--- src/rtl/alu_sequencer_fsm_if.sv ---
// Control bundle between the instruction register side (master) and the
// datapath sequencer (slave).
interface alu_sequencer_fsm_if #(
  parameter int DATA_W = 16
);
  logic              s;
  logic [15:0]       instr;
  logic              w;
  logic [2:0]        nsel;
  logic              loada;
  logic              loadb;
  logic              loadc;
  logic              loads;
  logic              asel;
  logic [1:0]        vsel;
  logic              write;
  logic [1:0]        alu_op;
  logic [1:0]        shift;
  logic [DATA_W-1:0] sximm8;
  logic              err;

  modport master (
    output s, instr,
    input  w, nsel, loada, loadb, loadc, loads, asel, vsel, write,
           alu_op, shift, sximm8, err
  );

  modport slave (
    input  s, instr,
    output w, nsel, loada, loadb, loadc, loads, asel, vsel, write,
           alu_op, shift, sximm8, err
  );
endinterface

--- src/rtl/alu_sequencer_fsm.sv ---
// Moore sequencer for one register-file/ALU instruction at a time: latches the
// instruction on the start handshake and steps the datapath controls through it.
module alu_sequencer_fsm #(
  parameter int DATA_W = 16
) (
  input  logic               clk,
  input  logic               rst_n,
  alu_sequencer_fsm_if.slave ctl
);

  typedef enum logic [2:0] {
    S_WAIT,
    S_DECODE,
    S_WRITE_IMM,
    S_GET_A,
    S_GET_B,
    S_ALU,
    S_WRITE_REG
  } state_t;

  state_t      state_q, state_d;
  logic [15:0] ir_q, ir_d;

  logic [2:0] opcode;
  logic [1:0] op;
  logic       is_movi, is_movr, is_arith, is_cmp;

  assign opcode   = ir_q[15:13];
  assign op       = ir_q[12:11];
  assign is_movi  = (opcode == 3'b110) && (op == 2'b10);
  assign is_movr  = (opcode == 3'b110) && (op == 2'b00);
  assign is_arith = (opcode == 3'b101);
  assign is_cmp   = is_arith && (op == 2'b01);

  assign ctl.sximm8 = {{(DATA_W-8){ir_q[7]}}, ir_q[7:0]};

  always_ff @(posedge clk) begin
    if (!rst_n) begin
      state_q <= S_WAIT;
      ir_q    <= 16'h0000;
    end else begin
      state_q <= state_d;
      ir_q    <= ir_d;
    end
  end

  always_comb begin
    state_d    = state_q;
    ir_d       = ir_q;
    ctl.w      = 1'b0;
    ctl.nsel   = 3'b000;
    ctl.loada  = 1'b0;
    ctl.loadb  = 1'b0;
    ctl.loadc  = 1'b0;
    ctl.loads  = 1'b0;
    ctl.asel   = 1'b0;
    ctl.vsel   = 2'b00;
    ctl.write  = 1'b0;
    ctl.alu_op = 2'b00;
    ctl.shift  = 2'b00;
    ctl.err    = 1'b0;

    case (state_q)
      S_WAIT: begin
        ctl.w = 1'b1;
        if (ctl.s) begin
          ir_d    = ctl.instr;
          state_d = S_DECODE;
        end
      end
      S_DECODE: begin
        // MVN ignores the A operand, so it skips GET_A just like MOVR.
        if (is_movi)
          state_d = S_WRITE_IMM;
        else if (is_movr || (is_arith && op == 2'b11))
          state_d = S_GET_B;
        else if (is_arith)
          state_d = S_GET_A;
        else begin
          ctl.err = 1'b1;
          state_d = S_WAIT;
        end
      end
      S_WRITE_IMM: begin
        ctl.nsel  = 3'b100;
        ctl.vsel  = 2'b01;
        ctl.write = 1'b1;
        state_d   = S_WAIT;
      end
      S_GET_A: begin
        ctl.nsel  = 3'b100;
        ctl.loada = 1'b1;
        state_d   = S_GET_B;
      end
      S_GET_B: begin
        ctl.nsel  = 3'b001;
        ctl.loadb = 1'b1;
        ctl.shift = ir_q[4:3];
        state_d   = S_ALU;
      end
      S_ALU: begin
        ctl.shift = ir_q[4:3];
        if (is_movr) begin
          // MOVR is computed as 0 + shifted Rm and leaves status untouched.
          ctl.asel  = 1'b1;
          ctl.loadc = 1'b1;
          state_d   = S_WRITE_REG;
        end else begin
          ctl.alu_op = op;
          ctl.loads  = 1'b1;
          if (is_cmp)
            state_d = S_WAIT;
          else begin
            ctl.loadc = 1'b1;
            state_d   = S_WRITE_REG;
          end
        end
      end
      S_WRITE_REG: begin
        ctl.nsel  = 3'b010;
        ctl.write = 1'b1;
        ctl.shift = ir_q[4:3];
        state_d   = S_WAIT;
      end
      default: state_d = S_WAIT;
    endcase
  end

endmodule
--- src/flat_wrapper.sv ---
// flat-port wrapper written by rule: the top's interface ports become plain ports
module alu_sequencer_fsm_flat 
#(
  parameter int DATA_W = 16
)
  (clk, rst_n, ctl_s, ctl_instr, ctl_w, ctl_nsel, ctl_loada, ctl_loadb, ctl_loadc, ctl_loads, ctl_asel, ctl_vsel, ctl_write, ctl_alu_op, ctl_shift, ctl_sximm8, ctl_err);
  alu_sequencer_fsm_if #(.DATA_W(DATA_W)) ctl_i ();
  input  logic clk;
  input  logic rst_n;
  input wire logic [$bits(ctl_i.s)-1:0] ctl_s;
  input wire logic [$bits(ctl_i.instr)-1:0] ctl_instr;
  output wire logic [$bits(ctl_i.w)-1:0] ctl_w;
  output wire logic [$bits(ctl_i.nsel)-1:0] ctl_nsel;
  output wire logic [$bits(ctl_i.loada)-1:0] ctl_loada;
  output wire logic [$bits(ctl_i.loadb)-1:0] ctl_loadb;
  output wire logic [$bits(ctl_i.loadc)-1:0] ctl_loadc;
  output wire logic [$bits(ctl_i.loads)-1:0] ctl_loads;
  output wire logic [$bits(ctl_i.asel)-1:0] ctl_asel;
  output wire logic [$bits(ctl_i.vsel)-1:0] ctl_vsel;
  output wire logic [$bits(ctl_i.write)-1:0] ctl_write;
  output wire logic [$bits(ctl_i.alu_op)-1:0] ctl_alu_op;
  output wire logic [$bits(ctl_i.shift)-1:0] ctl_shift;
  output wire logic [$bits(ctl_i.sximm8)-1:0] ctl_sximm8;
  output wire logic [$bits(ctl_i.err)-1:0] ctl_err;
  assign ctl_i.s = ctl_s;
  assign ctl_i.instr = ctl_instr;
  assign ctl_w = ctl_i.w;
  assign ctl_nsel = ctl_i.nsel;
  assign ctl_loada = ctl_i.loada;
  assign ctl_loadb = ctl_i.loadb;
  assign ctl_loadc = ctl_i.loadc;
  assign ctl_loads = ctl_i.loads;
  assign ctl_asel = ctl_i.asel;
  assign ctl_vsel = ctl_i.vsel;
  assign ctl_write = ctl_i.write;
  assign ctl_alu_op = ctl_i.alu_op;
  assign ctl_shift = ctl_i.shift;
  assign ctl_sximm8 = ctl_i.sximm8;
  assign ctl_err = ctl_i.err;
  alu_sequencer_fsm #(.DATA_W(DATA_W)) u_core (.clk(clk), .rst_n(rst_n), .ctl(ctl_i));
endmodule
--- config.mk ---
export PLATFORM = sky130hd
export DESIGN_NAME = alu_sequencer_fsm_flat
export DESIGN_NICKNAME = d
export VERILOG_FILES = /design/src/rtl/alu_sequencer_fsm_if.sv /design/src/rtl/alu_sequencer_fsm.sv /design/src/flat_wrapper.sv
export SDC_FILE = /design/constraint.sdc
export NUM_CORES = 1
export LEC_CHECK = 0
export ABC_AREA = 1
export BUFFER_PORTS_ARGS = -buffer_cell sky130_fd_sc_hd__buf_2
export CAP_MARGIN = 20
export CELL_PAD_IN_SITES_DETAIL_PLACEMENT = 2
export CELL_PAD_IN_SITES_GLOBAL_PLACEMENT = 2
export CORE_UTILIZATION = 22
export CTS_BUF_LIST = sky130_fd_sc_hd__clkbuf_8
export CTS_CLUSTER_DIAMETER = 50
export DETAILED_ROUTE_END_ITERATION = 7
export PLACE_DENSITY_LB_ADDON = 0.1
export SETUP_SLACK_MARGIN = 0.4
export SLEW_MARGIN = 25
export SYNTH_ARGS = -nofsm -noshare
export SYNTH_HDL_FRONTEND = slang
export SYNTH_SLANG_ARGS = --single-unit
--- constraint.sdc ---
create_clock -name clk -period 1.5 [get_ports clk]
set_input_delay 0.15 -clock clk [delete_from_list [all_inputs] [get_ports clk]]
set_output_delay 0.15 -clock clk [all_outputs]
set_load 0.05 [all_outputs]
==> flow_summary.yaml <==
grt:
  grt_pass1_wl_um: 4570
  grt_pass1_vias: 998
  grt_overflow_total: 0
  antenna_found_initial: 0
  grt_max_degree: 19
  grt_use_total_pct: 13.8
cts:
  clock_latency_ps: 250
  cts_tree: "built"
  cts_max_level: 1
  cts_buffers: 3
  holdBufCountCts: 0
  path_clk_slew_ps: 70
  clockBufferDepth: 2
  numClockSinks: 16
  root_buffer: "clkbuf_8"
sta:
  post-route-min-period_ps: 1510
  rsz0062_at_grt: "true"
  worst_hold_slack_ps: 155
  finalSetupViolCount: 1
  fin_skew_ps: 1.90
  fmax_mhz: 663
  drv_slew: 0
  post-route-period-util_pct: 101
  setup_ws_ps: -7.64
  hold_violations: 0
floorplanning:
  dieArea_um2: 4470
  core_area_um2: 4030
  die_y_um: 66.9
  start_util_pct: 23.0
  io_pins: 52
  fp.dieW_um: 66.9
  rows: 23
worst_setup_path:
  cp.arrival_ps: 1360
  reg2reg_to: "u_core.ir_q[5]$_SDFFE_PN0P_"
  critPathKind: "register to output pin"
  regToRegSetupSlack_ps: 180
  end_kind: "output pin"
  reg2reg_depth: 7
  crit_required_ps: 1350
  cp_max_fo: 4
  worstReg2RegStart: "u_core.state_q[1]$_SDFFE_PN0P_"
  critPathLaunchType: "register"
logic_synthesis:
  syn-num-nets: 152
  ys_ff_latch: 16
  netlist_instances: 133
  ys_seq_area_share_pct: 34.6
  synth_top_cell_by_area: "dfxtp_1"
  syn_area_per_cell_um2: 6.96
  synth_top_area_share_pct: 34.6
  synth_area_leaders: "dfxtp_1 (35%), buf_4 (15%), a21oi_1 (9.2%), nand2_1 (7.7%), nand3_1 (6.5%)"
  ys_types: 21
  ys_warn_count: 0
  syn-cell-area_um2: 926
pwr:
  power_leakage_uw: 0.000672
  total_power_uw: 1290
  ir_worst_vdd_v: 0.000325
  powerDensity_nw_per_um2: 787
route:
  viasPerCell: 4.49
  drt_first_pass_iters: 4
  ant_nets: 0
  drtIter0Drc: 21
  vias: 1014
  drc: 0
  wl_per_cell_um: 12.9
  wl_um: 2910
layout:
  drive_above_1_share_pct: 67.6
  final_cell_area_um2: 1630
  area_delta_synth_final_pct: 76.5
  nets: 196
  final_cell_mix: "buf_2 (24), a21oi_1 (16), nand2_1 (13)"
  nFillCells: 459
  diodes: 0
  post-route-util_pct: 40.6
  final_common_cell: "buf_2"
  layout.cells.non_filler: 226
status:
  violations: "setup timing"
  status: "complete, but fails checks"
placed_design:
  gp_congestion: 0.708
  dp_hpwl_um: 2150
  dpl-instance-area_um2: 1260
  placed_cells: 217
  numPortBuffers: 47
hold_path:
  hold_class: "input port to register"
  min_delay_worst_endpoint: "u_core.ir_q[13]$_SDFFE_PN0P_"
  hp-start: "ctl_instr[13]"
  holdPathStages: 3
job:
  maxCapViolCount: 0
-- power by group --
group          switching [uW]  internal, uW
Sequential               30.6           453
Clock                     158           233
Combinational             281           129
-- registers in the layout (all words and copies together) (netlist names) --
register and count:
u_core.state_q 3, u_core.ir_q 13
-- logic make-up after synthesis --
logic type             share of synthesized area [%]
buffers and inverters                           24.1
AND/OR/NAND/NOR                                 25.1
AO/OA/AOI/OAI                                   15.8
other                                          0.405
flip-flops                                      34.6
-- worst max-delay path, stage by stage, from the launching register on --
cell and delay, ps:
dfxtp_4 370, inv_4 40, nor3_4 260, inv_4 110
a31oi_4 150, buf_6 180
-- cells in the mapped netlist --
library cell	number
buf_4	19
nand2_1	19
a21oi_1	17
dfxtp_1	16
inv_1	15
nor2_1	14
nand3_1	12
o21ai_0	8
a31oi_1	1
buf_2	1
buf_6	1
clkinv_1	1
conb_1	1
inv_2	1
nand2_4	1
nand4_1	1
nor2_2	1
nor2_8	1
nor3_1	1
o211ai_1	1
o31ai_1	1
-- through the flow --
stage	worst slack (ps)	setup TNS, ps
3_5_place_dp	58.9	0
3_3_place_gp	89.9	0
2_1_floorplan	164	0
6_report	-7.64	-7.64
4_1_cts	-20.0	-24.8
5_1_grt	-75.0	-280
-- how the worst max path moves through the flow --
stage	start	depth (start not counted)	end
final	u_core.state_q[0]$_SDFFE_PN0P_	5	ctl_loads
after global routing	u_core.state_q[0]$_SDFFE_PN0P_	5	ctl_loads
after CTS	u_core.state_q[0]$_SDFFE_PN0P_	5	ctl_loads
after detailed placement	u_core.state_q[0]$_SDFFE_PN0P_	7	ctl_err
after global placement	u_core.state_q[0]$_SDFFE_PN0P_	7	ctl_err
after floorplan	u_core.state_q[1]$_SDFFE_PN0P_	4	ctl_nsel[2]
-- area by class of cell --
| type | count | area, um2 | share of cell area, % |
|---|---|---|---|
| multi-input cells | 79 | 599 | 36.7 |
| repair buffers | 60 | 480 | 29.4 |
| flip-flops and latches | 16 | 347 | 21.2 |
| inverters | 17 | 90.1 | 5.51 |
| well taps | 50 | 62.6 | 3.83 |
| clock buffers | 4 | 55.1 | 3.37 |
-- metal layers --
layer | track usage, % | routed length [um] | vias up
li1 | - | - | 499
met1 | 15.5 | 1170 | 483
met2 | 26.0 | 1610 | 29
met3 | 3.08 | 112 | 3
met4 | 3.19 | 15 | 0
met5 | 0 | 0 | -
-- timing repair --
| action | in CTS | in global routing |
|---|---|---|
| buffers inserted | 3 | 2 |
| pin swaps | 10 | 6 |
| setup endpoints to repair | 40 | 40 |
| hold endpoints to repair | 0 | 0 |
| gates resized for setup | 64 | 31 |
Power figures use the tool's default switching activity.
